--- src/rtl/cpu_pkg.sv ---
// Shared types and constants for the instruction-fetch stage.
// Latency: n/a (declarations only).
// Backpressure: n/a.
package cpu_pkg;

  localparam int          PC_W_DEFAULT = 64;
  localparam logic [31:0] NOP_INSTR    = 32'h0000_0013;  // addi x0, x0, 0

  typedef enum logic [1:0] {
    IDLE = 2'd0,  // ready to issue a fetch
    WAIT = 2'd1,  // one fetch outstanding, response will be used
    KILL = 2'd2,  // one fetch outstanding, response will be discarded
    HOLD = 2'd3   // response parked in the skid buffer while ID is stalled
  } fetch_state_t;

endpackage

--- src/rtl/instr_fetch_if.sv ---
// Instruction-memory request/response bundle between fetch and imem.
// Latency: response at least one cycle after its request.
// Backpressure: none; fetch keeps at most one request outstanding.
interface instr_fetch_if #(
  parameter int PC_W = 64
);
  logic            imem_req;
  logic [PC_W-1:0] imem_addr;
  logic            imem_rvalid;
  logic [31:0]     imem_rdata;

  modport master (
    output imem_req,
    output imem_addr,
    input  imem_rvalid,
    input  imem_rdata
  );

  modport slave (
    input  imem_req,
    input  imem_addr,
    output imem_rvalid,
    output imem_rdata
  );
endinterface

--- src/rtl/instr_fetch_if_id_reg.sv ---
// IF/ID pipeline register: PC, instruction word and valid flag for decode.
// Latency: 1 cycle from load to outputs.
// Backpressure: stall holds all fields; flush wins over stall and loads a NOP bubble.
import cpu_pkg::*;

module if_id_reg #(
  parameter int PC_W = PC_W_DEFAULT
) (
  input  logic            clk,
  input  logic            arst_n,
  input  logic            stall,
  input  logic            flush,
  input  logic            load,
  input  logic [PC_W-1:0] load_pc,
  input  logic [31:0]     load_instr,
  output logic [PC_W-1:0] pc,
  output logic [31:0]     instr,
  output logic            valid
);

  // Priority: reset, flush, stall (hold), load, otherwise insert a bubble.
  always_ff @(posedge clk) begin
    if (!arst_n) begin
      pc    <= '0;
      instr <= NOP_INSTR;
      valid <= 1'b0;
    end else if (flush) begin
      instr <= NOP_INSTR;
      valid <= 1'b0;
    end else if (stall) begin
      pc    <= pc;
      instr <= instr;
      valid <= valid;
    end else if (load) begin
      pc    <= load_pc;
      instr <= load_instr;
      valid <= 1'b1;
    end else begin
      // Bubble keeps the old PC so debug views still show where fetch was.
      instr <= NOP_INSTR;
      valid <= 1'b0;
    end
  end

endmodule

--- src/rtl/instr_fetch.sv ---
// Fetch stage: owns the PC, issues single-outstanding imem fetches, feeds IF/ID.
// Latency: request at cycle t reaches IF/ID at edge t+2 with a 1-cycle imem; 1 instr/cycle.
// Backpressure: stall holds IF/ID and PC; a response arriving under stall is parked in a skid buffer.
import cpu_pkg::*;

module instr_fetch #(
  parameter int              PC_W     = PC_W_DEFAULT,
  parameter logic [PC_W-1:0] RESET_PC = '0
) (
  input  logic                 clk,
  input  logic                 arst_n,
  input  logic                 stall,
  input  logic                 redirect,
  input  logic [PC_W-1:0]      redirect_pc,
  instr_fetch_if.master        imem,
  output logic [PC_W-1:0]      if_id_pc,
  output logic [31:0]          if_id_instr,
  output logic                 if_id_valid
);

  fetch_state_t    r_state;
  fetch_state_t    w_state_nxt;
  logic [PC_W-1:0] r_pc;
  logic [PC_W-1:0] w_pc_nxt;
  logic [PC_W-1:0] w_pc_plus4;
  logic [PC_W-1:0] w_redir_pc;
  logic [PC_W-1:0] r_skid_pc;
  logic [31:0]     r_skid_instr;
  logic            w_skid_load;
  logic            w_req;
  logic [PC_W-1:0] w_addr;
  logic            w_deliver;
  logic [PC_W-1:0] w_deliver_pc;
  logic [31:0]     w_deliver_instr;

  // Targets are word aligned; the low two bits of a redirect are discarded.
  assign w_redir_pc = redirect_pc & ~{{(PC_W-2){1'b0}}, 2'b11};
  // Wraps modulo 2^PC_W without any special handling.
  assign w_pc_plus4 = r_pc + PC_W'(4);

  // State, PC and skid buffer registers.
  always_ff @(posedge clk) begin
    if (!arst_n) begin
      r_state      <= IDLE;
      r_pc         <= RESET_PC;
      r_skid_pc    <= '0;
      r_skid_instr <= '0;
    end else begin
      r_state <= w_state_nxt;
      r_pc    <= w_pc_nxt;
      if (w_skid_load) begin
        r_skid_pc    <= r_pc;
        r_skid_instr <= imem.imem_rdata;
      end
    end
  end

  // Next state, next PC, request and IF/ID delivery; redirect > stall > normal flow.
  always_comb begin
    w_state_nxt     = r_state;
    w_pc_nxt        = r_pc;
    w_req           = 1'b0;
    w_addr          = r_pc;
    w_skid_load     = 1'b0;
    w_deliver       = 1'b0;
    w_deliver_pc    = r_pc;
    w_deliver_instr = imem.imem_rdata;
    unique case (r_state)
      IDLE: begin
        // A stray rvalid here is a protocol violation and is ignored.
        if (redirect) begin
          w_pc_nxt = w_redir_pc;
        end else begin
          w_req       = 1'b1;
          w_state_nxt = WAIT;
        end
      end
      WAIT: begin
        if (imem.imem_rvalid) begin
          if (redirect) begin
            w_pc_nxt    = w_redir_pc;
            w_state_nxt = IDLE;
          end else if (stall) begin
            w_skid_load = 1'b1;
            w_state_nxt = HOLD;
          end else begin
            // Deliver and immediately fetch the next word for full throughput.
            w_deliver   = 1'b1;
            w_pc_nxt    = w_pc_plus4;
            w_req       = 1'b1;
            w_addr      = w_pc_plus4;
          end
        end else if (redirect) begin
          w_pc_nxt    = w_redir_pc;
          w_state_nxt = KILL;
        end
      end
      KILL: begin
        if (redirect) begin
          w_pc_nxt = w_redir_pc;
        end
        if (imem.imem_rvalid) begin
          w_state_nxt = IDLE;
        end
      end
      HOLD: begin
        if (redirect) begin
          w_pc_nxt    = w_redir_pc;
          w_state_nxt = IDLE;
        end else if (!stall) begin
          w_deliver       = 1'b1;
          w_deliver_pc    = r_skid_pc;
          w_deliver_instr = r_skid_instr;
          w_pc_nxt        = w_pc_plus4;
          w_state_nxt     = IDLE;
        end
      end
      default: begin
        w_state_nxt = IDLE;
      end
    endcase
  end

  // No fetch leaves the stage while reset is asserted.
  assign imem.imem_req  = w_req & arst_n;
  assign imem.imem_addr = w_addr;

  if_id_reg #(
    .PC_W (PC_W)
  ) u_if_id_reg (
    .clk        (clk),
    .arst_n     (arst_n),
    .stall      (stall),
    .flush      (redirect),
    .load       (w_deliver),
    .load_pc    (w_deliver_pc),
    .load_instr (w_deliver_instr),
    .pc         (if_id_pc),
    .instr      (if_id_instr),
    .valid      (if_id_valid)
  );

endmodule

--- src/flat_wrapper.sv ---
// flat-port wrapper written by rule: the top's interface ports become plain ports
module instr_fetch_flat 
#(
  parameter int              PC_W     = PC_W_DEFAULT,
  parameter logic [PC_W-1:0] RESET_PC = '0
)
  (clk, arst_n, stall, redirect, redirect_pc, if_id_pc, if_id_instr, if_id_valid, imem_imem_req, imem_imem_addr, imem_imem_rvalid, imem_imem_rdata);
  instr_fetch_if #(.PC_W(PC_W)) imem_i ();
  input  logic clk;
  input  logic arst_n;
  input  logic stall;
  input  logic redirect;
  input  logic [PC_W-1:0] redirect_pc;
  output logic [PC_W-1:0] if_id_pc;
  output logic [31:0] if_id_instr;
  output logic if_id_valid;
  output wire logic [$bits(imem_i.imem_req)-1:0] imem_imem_req;
  output wire logic [$bits(imem_i.imem_addr)-1:0] imem_imem_addr;
  input wire logic [$bits(imem_i.imem_rvalid)-1:0] imem_imem_rvalid;
  input wire logic [$bits(imem_i.imem_rdata)-1:0] imem_imem_rdata;
  assign imem_imem_req = imem_i.imem_req;
  assign imem_imem_addr = imem_i.imem_addr;
  assign imem_i.imem_rvalid = imem_imem_rvalid;
  assign imem_i.imem_rdata = imem_imem_rdata;
  instr_fetch #(.PC_W(PC_W), .RESET_PC(RESET_PC)) u_core (.clk(clk), .arst_n(arst_n), .stall(stall), .redirect(redirect), .redirect_pc(redirect_pc), .imem(imem_i), .if_id_pc(if_id_pc), .if_id_instr(if_id_instr), .if_id_valid(if_id_valid));
endmodule
--- config.mk ---
export PLATFORM = sky130hd
export DESIGN_NAME = instr_fetch_flat
export DESIGN_NICKNAME = d
export VERILOG_FILES = /design/src/rtl/cpu_pkg.sv /design/src/rtl/instr_fetch_if.sv /design/src/rtl/instr_fetch_if_id_reg.sv /design/src/rtl/instr_fetch.sv /design/src/flat_wrapper.sv
export SDC_FILE = /design/constraint.sdc
export NUM_CORES = 1
export LEC_CHECK = 0
export ABC_CLOCK_PERIOD_IN_PS = 3000
export CAP_MARGIN = 25
export CORE_ASPECT_RATIO = 1.2
export CORE_MARGIN = 1.5
export CORE_UTILIZATION = 45
export DETAILED_ROUTE_END_ITERATION = 10
export HOLD_SLACK_MARGIN = 0.12
export PLACE_DENSITY = 0.73
export SYNTH_ARGS = -nofsm -noshare
export SYNTH_HDL_FRONTEND = slang
export SYNTH_SLANG_ARGS = --single-unit
--- constraint.sdc ---
create_clock -name clk -period 3 [get_ports clk]
set_input_delay 0.45 -clock clk [delete_from_list [all_inputs] [get_ports clk]]
set_output_delay 0.45 -clock clk [all_outputs]
set_load 0.05 [all_outputs]
==> results of run 1 <==
[worst max-delay path: stages, from the launching register on]
cell	delay (ns)
dfxtp_2	0.35
ha_4	0.15
nand3b_4	0.08
or4_4	0.50
or4b_4	0.59
nor2_4	0.15
xor2_2	0.19
buf_12	0.16
[sequential cells by signal, summed over array words and instances, names as in the netlist]
name / count
u_core.r_pc: 64
u_core.r_skid_instr: 32
u_core.r_skid_pc: 64
u_core.r_state: 2
u_core.u_if_id_reg.instr: 32
u_core.u_if_id_reg.pc: 64
u_core.u_if_id_reg.valid: 1
[final cells by class]
class	count	area (µm²)	share of cell area, %
Sequential cell	259	5251	27.19
Tap cell	385	481.7	2.494
Clock inverter	9	173.9	0.9005
Inverter	11	41.29	0.2138
Clock buffer	38	777.0	4.023
Multi-Input combinational cell	1177	7800	40.39
Timing Repair Buffer	442	4781	24.75
Antenna cell	3	7.507	0.03887
[power by group through the flow]
stage	clock network [mW]	registers, mW	logic, mW
CTS	3.67	3.61	1.31
global route	3.83	3.62	1.40
floorplan	0	3.65	0.660
finish	3.63	3.61	1.34
global placement	0	3.67	1.26
detailed placement	0	3.68	1.27
[metrics by stage]
step	instances	power [mW]	cell area (µm²)	hold WS, ns
4_1_cts	2298	8.583	18770	0.2648
3_3_place_gp	2233	4.928	17250	0.4468
5_1_grt	2321	8.851	19310	0.2627
6_report	2324	8.581	19310	0.2616
2_1_floorplan	1621	4.305	13120	0.4410
3_5_place_dp	2233	4.943	17250	0.4568
[per-layer routing]
metal  wire [µm]  vias up  share of wire [%]
li1            -     6270                  -
met1       17580     6400                 40
met2       21340      511                 48
met3        3469      111                7.8
met4        1956        6                4.4
met5          40        -              0.090
[what timing repair did]
item                                    CTS  global route
buffers inserted                         18            23
endpoints found under the setup margin   51            48
pin swaps                                29            43
resized for setup                        91            85
[path summary, 6_finish.rpt]
path | startpoint | endpoint | slack, ns | cells after the start
worst min-delay path | arst_n | u_core.r_skid_instr[31] | 0.26 | 2
worst min register to register | u_core.r_skid_pc[10] | u_core.r_skid_pc[10] | 0.46 | 2
worst max-delay path | u_core.r_pc[2] | imem_imem_addr[44] | -0.17 | 7
worst max register to register | u_core.r_state[0] | u_core.r_pc[58] | 0.42 | 7
[cell usage after synthesis, drive strengths merged, types with 2 or more instances]
cell,count
xnor2,54
a31oi,21
or4,13
a21oi,27
nor3,28
dfxtp,259
nand3,165
or2,3
inv,10
o311a,4
o21ai,66
or3,16
nand2b,8
xor2,42
a21boi,99
buf,50
nand4b,2
nor2b,3
and4,5
a31o,2
o31ai,9
and3b,2
clkbuf,124
nor4,21
a22oi,30
nor3b,4
mux2,30
and3,9
nand2,312
nor2,63
and2,12
nand4,45
o211a,69
o21a,2
[cells by family (layout without fill, tap and decap cells)]
group           Yosys count  after routing
compound gates          332            332
xor+xnor                 96             96
fa+ha+maj                 1              1
buf+inv                 185            500
flops                   259            259
mux                      31             31
other cells               0              3
simple gates            717            717
==> impl_metrics.csv, run 1 <==
group,metric,value,unit
power_and_ir_drop,internal_power,6.362,mW
synth,synthSimpleGateAreaFrac,26.72,%
worst_setup_path,crit_fanout,2,
synth,ys.flop_type,"dfxtp_1",
sta,fin_ws,-0.1723,ns
power_and_ir_drop,p_seq_share,42.1,%
cells_and_area,fin_util,67.36,%
synth,yosysTopAreaCell,"dfxtp_1",
worst_setup_path,startpoint_type,"flop",
cells_and_area,final_cell_mix,"nand2_1 (309), dfxtp_1 (226), clkdlybuf4s50_1 (193)",
sta,final_max_slew_viol_count,0,
placement,place.gp.congestion,0.8879,
synth,synth-compound-area-share,18.48,%
cells_and_area,mostFrequentLayoutCell,"nand2_1",
sta,tns,-0.7302,ns
worst_setup_path,required,2.55,ns
sta,clock_skew,0.01576,ns
synth,synthArstFlopShare,0,%
flow_run,drv_cap,0,
global_routing,grt_max_degree,141,
placement,place_hpwl,29640,µm
global_routing,grt_use_met2,47.20,%
synth,ys_ff_latch,259,
routing,drc,0,
die,fp.dieH,189.9,µm
worst_setup_path,critPathCaptureType,"output port",
routing,wl_per_cell,19.10,µm
global_routing,grt-busiest-layer,"met2",
routing,vias_per_cell,5.722,
die,std_cell_rows,68,
sta,tightest_slew,0.7209,ns
routing,antenna_left,0,
die,dieArea,0.03015,mm²
global_routing,grt_pass1_wl,69150,µm
synth,synth_top_family_by_area,"simple AND/OR/NAND/NOR gates",
synth,synth_fp_nets,1723,
die,io_pins,263,
global_routing,gr-usage-met3,7.238,%
routing,routed_wirelength,44390,µm
synth,seq_area_frac_synth,39.57,%
synth,syn_area,0.01310,mm²
sta,maxSlewHeadroom,51.94,%
sta,grt_setup_unrepaired,"true",
cells_and_area,fin_nets,2020,
clock_network,cts-hold-fix-buffers,0,
sta,max_freq,315.2,MHz
synth,synth_edf_count,0,
power_and_ir_drop,irDropWorstVdd,0.4147,mV
global_routing,antenna_found_initial,6,
synth,yosysTopAreaCellShare,39.57,%
clock_network,cts_max_path_buffers,3,
synth,synth_warnings,0,
clock_network,cts_max_level,1,
cells_and_area,syn_to_final_growth,47.40,%
synth,muxShareOfSynthArea,2.655,%
die,dieWidth,158.8,µm
worst_setup_path,arrival,2.72,ns
die,core,0.02867,mm²
power_and_ir_drop,p_per_area,444.3,mW/mm²
synth,synth_cell_types,58,
sta,finalHoldViolCount,0,
outcome,status,"finished with violations",
clock_network,root_buffer,"clkbuf_16",
worst_setup_path,crit_type,"flop to output port",
sta,fin_crit_sh,105.7,%
power_and_ir_drop,p_sw,2.218,mW
synth,synthAdderAreaFrac,0.09549,%
clock_network,cts_tree,"yes",
clock_network,clock_latency,0.55,ns
placement,pre_cts_ws,-0.2231,ns
placement,port_buffers,260,
die,initial_core_util,45.70,%
global_routing,grt_util_all_layers,28.12,%
sta,setup_violations,10,
power_and_ir_drop,p_sw_share,25.85,%
synth,avgSynthCellArea,8.083,µm²
routing,num_vias,13298,
routing,drt_iter0_drc,918,
synth,yosys.area_share.xor_xnor,6.417,%
outcome,violations,"setup timing",
routing,first_pass_iters,5,
global_routing,gr-total-overflow,0,
synth,syn_inst,1621,
cells_and_area,drive_above_1_share,23.30,%
clock_network,cts_sinks,259,
global_routing,met1_usage,33.87,%
min_path,hold_path_class,"input pin to flop",
clock_network,cts_made_buffers,27,
global_routing,grt_pass1_vias,12832,
synth,synthTopCellsByArea,"dfxtp_1 (40%), nand2_1 (8.9%), nand3_1 (6.3%), a21boi_0 (5.7%), o211a_1 (5.3%)",
clock_network,path_clk_slew,0.06,ns
sta,min_period,3.172,ns
power_and_ir_drop,clock_power_share,42.3,%
power_and_ir_drop,p_leak,7.827,nW
cells_and_area,n_fill_cell,2323,
power_and_ir_drop,power_frac_comb,15.6,%
Note: power is estimated with default switching activity, not from simulation.
==> inputs of run 2 (changes only) <==
Settings changed: CTS_BUF_LIST from default to sky130_fd_sc_hd__clkbuf_4, RECOVER_POWER from default to 25.
==> run 2 against run 1 <==
Net effect: the run still ends with setup timing left; largest power group is now sequential cells; critical endpoint unchanged; sequential cell count unchanged; first-iteration DRC count up 25%; final cell count is 4.7% higher; combinational power increased by 4%; critical path depth stayed put; sequential power barely moved.
==> impl_metrics.csv, run 2 (synthesis gave the netlist of run 1 again) <==
group,metric,value,unit
placement,place_hpwl,29640,µm
worst_setup_path,crit_fanout,2,
clock_network,cts_sinks,259,
routing,num_vias,14060,
worst_setup_path,startpoint_type,"flop",
outcome,status,"finished with violations",
clock_network,cts_made_buffers,68,
placement,place.gp.congestion,0.8879,
global_routing,grt_max_degree,141,
cells_and_area,syn_to_final_growth,54.00,%
worst_setup_path,cpPeakStageDelay,0.61,ns
worst_setup_path,crit_type,"flop to output port",
sta,fin_ws,-0.3552,ns
routing,wl_per_cell,19.86,µm
power_and_ir_drop,p_seq_share,45.0,%
worst_setup_path,crit_chain,"ha_4, nand3b_4, or4_4, or4b_4, nor2_4, xor2_2, buf_12",
cells_and_area,largestRegisters,"u_core.r_pc: 64 flops, u_core.r_skid_pc: 64 flops, u_core.u_if_id_reg.pc: 64 flops",
die,dieArea,0.03015,mm²
worst_setup_path,critPathSlowestCell,"or4b_4",
global_routing,grt_pass1_wl,71980,µm
cells_and_area,final_cell_mix,"nand2_1 (300), dfxtp_1 (215), clkdlybuf4s50_1 (196)",
power_and_ir_drop,p_per_area,399.4,mW/mm²
cells_and_area,fin_util,70.37,%
die,core,0.02867,mm²
global_routing,gr-usage-met3,9.265,%
worst_setup_path,arrival,2.91,ns
power_and_ir_drop,power_frac_comb,17.3,%
sta,fin_crit_sh,111.8,%
clock_network,cts_max_path_buffers,3,
min_path,hp-start,"redirect_pc[12]",
worst_setup_path,rr_worst_depth,7,
die,dieWidth,158.8,µm
global_routing,grt_use_met2,49.90,%
routing,drt_iter0_drc,1147,
die,io_pins,263,
routing,first_pass_iters,5,
sta,min_period,3.355,ns
worst_setup_path,required,2.55,ns
die,std_cell_rows,68,
cells_and_area,mostFrequentLayoutCell,"nand2_1",
power_and_ir_drop,p_sw,2.318,mW
sta,maxSlewHeadroom,3.879,%
routing,antenna_left,0,
routing,vias_per_cell,5.776,
worst_setup_path,cp_top_family,"simple AND/OR/NAND/NOR gates",
clock_network,root_buffer,"clkbuf_4",
routing,routed_wirelength,48340,µm
worst_setup_path,rrSetupSlack,-0.16,ns
global_routing,met1_usage,34.46,%
power_and_ir_drop,irDropWorstVdd,0.3891,mV
worst_setup_path,critPathCaptureType,"output port",
power_and_ir_drop,internal_power,5.742,mW
routing,drc,0,
sta,finalHoldViolCount,0,
min_path,hold_path_class,"input pin to flop",
outcome,violations,"setup timing",
placement,port_buffers,260,
die,initial_core_util,45.70,%
sta,grt_setup_unrepaired,"true",
sta,final_max_slew_viol_count,0,
min_path,min_delay_worst_endpoint,"u_core.r_pc[12]",
sta,setup_violations,62,
clock_network,path_clk_slew,0.07,ns
global_routing,antenna_found_initial,5,
power_and_ir_drop,clock_power_share,37.7,%
clock_network,cts_tree,"yes",
global_routing,grt-busiest-layer,"met2",
clock_network,clock_latency,0.73,ns
worst_setup_path,cp_num_buf_inv,1,
power_and_ir_drop,fin_total_pwr,8.060,mW
flow_run,drv_cap,0,
cells_and_area,fin_nets,2106,
sta,tns,-7.902,ns
cells_and_area,drive_above_1_share,29.54,%
sta,max_freq,298.0,MHz
clock_network,cts_max_level,3,
power_and_ir_drop,p_sw_share,28.76,%
global_routing,grt_pass1_vias,13486,
global_routing,gr-total-overflow,0,
worst_setup_path,r2r_start,"u_core.r_state[0]",
die,fp.dieH,189.9,µm
min_path,min_path_cells,3,
sta,tightest_slew,1.442,ns
power_and_ir_drop,p_leak,8.305,nW
sta,clock_skew,0.08197,ns
global_routing,grt_util_all_layers,29.62,%
worst_setup_path,rr_endpoint,"u_core.r_pc[21]",
## run 2: cell count changes in the layout (fill, tap and decap cells not counted), moves of 7 or more
cell | before | now
nand2_1 | 309 | 300
xnor2_4 | 2 | 14
buf_6 | 25 | 42
clkbuf_4 | 0 | 99
dfxtp_2 | 23 | 30
dfxtp_1 | 226 | 215
xnor2_1 | 40 | 30
nor2_4 | 8 | 15
clkinv_1 | 0 | 8
buf_4 | 152 | 165
clkbuf_16 | 30 | 7
## run 2: worst max-delay path by stage
stage	end	slack, ns	cells after the start	from
finish	imem_imem_addr[44]	-0.36	7	u_core.r_pc[2]
global route	imem_imem_addr[44]	-0.48	7	u_core.r_pc[2]
CTS	imem_imem_addr[44]	-0.41	7	u_core.r_pc[3]
detailed placement	imem_imem_addr[41]	-0.22	11	stall
global placement	imem_imem_addr[44]	-0.21	7	stall
floorplan	imem_imem_addr[44]	-0.02	7	u_core.r_pc[3]
## run 2: through the flow
| stage | hold WS [ns] | worst slack, ns | cell area [µm²] | cells |
|---|---|---|---|---|
| after floorplan | 0.4410 | -0.01723 | 13120 | 1621 |
| after global placement | 0.4468 | -0.2067 | 17250 | 2233 |
| after detailed placement | 0.4568 | -0.2231 | 17250 | 2233 |
| after CTS | 0.3009 | -0.4058 | 19260 | 2380 |
| after global routing | 0.3120 | -0.4799 | 20170 | 2432 |
| final | 0.3458 | -0.3552 | 20180 | 2434 |
## run 2: area by class of cell
type	instances	area (µm²)
Antenna cell	4	10.01
Clock buffer	98	735.7
Clock inverter	13	75.07
Fill cell	2136	8494
Inverter	11	41.29
Multi-Input combinational cell	1177	8314
Sequential cell	259	5275
Tap cell	385	481.7
Timing Repair Buffer	487	5245
## run 2: power groups by stage
stage | combinational (mW) | sequential (mW) | clock [mW]
after floorplan | 0.660 | 3.65 | 0
after detailed placement | 1.27 | 3.68 | 0
final | 1.40 | 3.62 | 3.04
after global routing | 1.46 | 3.63 | 3.31
after global placement | 1.26 | 3.67 | 0
after CTS | 1.33 | 3.61 | 3.09
## run 2: routing by layer
metal	vias up	part of all wire (%)
met3	133	9.1
met1	6744	38
li1	6477	-
met4	2	3.9
met2	704	49
met5	-	0.027
## run 2: worst min-delay path: cells and delay by family
family          cells  cell delay [ns]
buf+inv             1             0.39
compound gates      2             0.19
## run 2: what timing repair did
| action | CTS | global route |
|---|---|---|
| hold buffers | 1 | 0 |
| pin swaps | 50 | 65 |
| hold endpoints to repair | 27 | 0 |
| resized for setup | 185 | 123 |
| setup buffers | 37 | 57 |
| setup endpoints to repair | 59 | 56 |
| cloned | 0 | 0 |
==> inputs of run 3 (changes only) <==
Settings changed: ABC_CLOCK_PERIOD_IN_PS 3000 to 3580, CORE_MARGIN 1.5 to default.
Clock period 3 ns to 3.58 ns, I/O delays scaled along.
==> run 3 against run 2 <==
Net effect: clock skew shrank 0.0094 ns; the flow finishes with violations (capacitance limit, slew limit); hold slack better by 0.044 ns; combinational power down 31%; die area fell by 1.2%; final cell count down 6.5%; sequential share of layout area increased by 3.3 points; power fell by 17%; first-iteration DRC count shrank 21%; register-to-register slack improved by 0.73 ns; critical path type is now input pin to output port.
==> impl_metrics.csv, run 3 (synthesis gave the netlist of run 1 again) <==
group,metric,value,unit
global_routing,grt_max_degree,107,
min_path,hp-start,"imem_imem_rdata[25]",
cells_and_area,drive_above_1_share,18.10,%
routing,num_vias,12922,
clock_network,path_clk_slew,0.06,ns
clock_network,cts_sinks,259,
global_routing,grt_util_all_layers,27.82,%
min_path,hold_path_class,"input pin to flop",
clock_network,cts_tree,"yes",
worst_setup_path,startpoint_type,"input pin",
placement,port_buffers,260,
worst_setup_path,rrSetupSlack,0.57,ns
placement,place_hpwl,27910,µm
global_routing,antenna_found_initial,4,
worst_setup_path,cpPeakStageDelay,0.61,ns
sta,tightest_slew,2.538,ns
outcome,violations,"capacitance limit, slew limit",
cells_and_area,mostFrequentLayoutCell,"nand2_1",
worst_setup_path,required,3.04,ns
clock_network,cts_max_path_buffers,3,
clock_network,cts-hold-fix-buffers,0,
cells_and_area,final_cell_mix,"nand2_1 (310), dfxtp_1 (234), clkdlybuf4s50_1 (195)",
worst_setup_path,critPathSlowestCell,"or4b_4",
global_routing,gr-usage-met3,7.691,%
power_and_ir_drop,fin_total_pwr,6.702,mW
flow_run,drv_cap,4,
cells_and_area,largestRegisters,"u_core.r_pc: 64 flops, u_core.r_skid_pc: 64 flops, u_core.u_if_id_reg.pc: 64 flops",
worst_setup_path,startpoint,"stall",
worst_setup_path,rr_endpoint,"u_core.r_pc[51]",
die,std_cell_rows,68,
cells_and_area,fin_nets,1945,
sta,min_period,3.517,ns
routing,drt_iter0_drc,903,
clock_network,clock_latency,0.74,ns
cells_and_area,finalNonFillerCells,2277,
sta,grt_setup_unrepaired,"true",
global_routing,grt-busiest-layer,"met2",
routing,antenna_left,0,
clock_network,cts_made_buffers,69,
min_path,min_path_cells,3,
worst_setup_path,crit_fanout,3,
worst_setup_path,critPathCaptureType,"output port",
placement,dp_cells,2147,
global_routing,grt_pass1_vias,12317,
cells_and_area,n_fill_cell,2555,
power_and_ir_drop,p_per_area,378.1,mW/mm²
global_routing,met1_usage,33.23,%
sta,max_freq,284.3,MHz
power_and_ir_drop,irDropWorstVdd,0.2587,mV
clock_network,root_buffer,"clkbuf_4",
die,dieArea,0.02981,mm²
cells_and_area,syn_to_final_growth,35.27,%
sta,fin_crit_sh,98.24,%
die,fp.dieH,188.9,µm
routing,vias_per_cell,5.675,
global_routing,grt_use_met2,44.98,%
global_routing,grt_pass1_wl,65220,µm
sta,fin_ws,0.06300,ns
min_path,min_delay_worst_endpoint,"u_core.r_skid_instr[25]",
placement,place.gp.congestion,0.8646,
die,core,0.02867,mm²
worst_setup_path,rr_worst_depth,5,
routing,wl_per_cell,18.59,µm
worst_setup_path,r2r_start,"u_core.r_state[1]",
clock_network,cts_max_level,3,
routing,drc,0,
worst_setup_path,crit_type,"input pin to output port",
worst_setup_path,crit_chain,"dlygate4sd3_1, nand3b_2, or4_4, or4b_4, nor2_4, xor2_2, buf_12",
sta,clock_skew,0.07256,ns
sta,final_max_slew_viol_count,236,
sta,finalHoldViolCount,0,
sta,whs,0.3898,ns
routing,routed_wirelength,42340,µm
routing,first_pass_iters,5,
die,io_pins,263,
cells_and_area,fin_util,61.81,%
outcome,status,"finished with violations",
global_routing,gr-total-overflow,0,
sta,maxSlewHeadroom,-69.18,%
worst_setup_path,arrival,2.98,ns
die,dieWidth,157.8,µm
power_and_ir_drop,p_leak,6.944,nW
sta,setup_violations,0,
die,initial_core_util,45.70,%
placement,pre_cts_ws,0.08984,ns
## run 3: changes by cell type in the layout (fill, tap and decap cells not counted), sizes merged
cell,previous run,this run
clkinvlp,0,1
clkbuf,113,109
inv,15,13
clkinv,8,13
clkdlybuf4s50,196,195
diode,4,2
buf,275,121
## run 3: worst max path at each step
stage,end,slack [ns],cells past startpoint
2_1_floorplan,imem_imem_addr[44],0.22,6
3_3_place_gp,imem_imem_addr[44],0.13,7
3_5_place_dp,imem_imem_addr[19],0.09,7
4_1_cts,imem_imem_addr[53],0.006,8
5_1_grt,imem_imem_addr[53],-0.06,8
6_report,imem_imem_addr[44],0.06,7
## run 3: critical path, delay by kind of cell
family	cells	cell delay, ns
and+or+nand+nor	4	1.51
buffers and inverters	2	0.73
xor gates and xnor gates	1	0.19
## run 3: what timing repair did
item,4_1_cts,5_1_grt
gates resized for setup,24,32
setup buffers,2,8
endpoints found under the hold margin,0,0
pin swaps,3,8
endpoints found under the setup margin,27,35
## run 3: final cells by class
class                      count  area, µm²  area share (%)
multi-input combinational   1177       7345           41.44
inverter                      11      41.29          0.2330
clock buffer                 101      758.2           4.278
tap                          385      481.7           2.718
clock inverter                17      125.1          0.7060
sequential                   259       5224           29.47
antenna                        2      5.005         0.02824
timing repair buffer         325       3744           21.12
## run 3: layer usage
layer	routed length [µm]	share of wire (%)
met5	28	0.066
met4	1697	4.0
met3	3452	8.2
met2	20240	48
met1	16920	40
## run 3: through the flow
step                instance area [µm²]  TNS [ns]
floorplan                         13100         0
global placement                  16570         0
detailed placement                16570         0
CTS                               17570         0
global route                      17720   -0.1664
finish                            17720         0
## run 3: power by group
group / leakage (nW) / internal (mW) / switching [mW]
clock network: 0.521 / 1.38 / 1.29
logic: 4.31 / 0.438 / 0.531
registers: 2.11 / 2.95 / 0.117
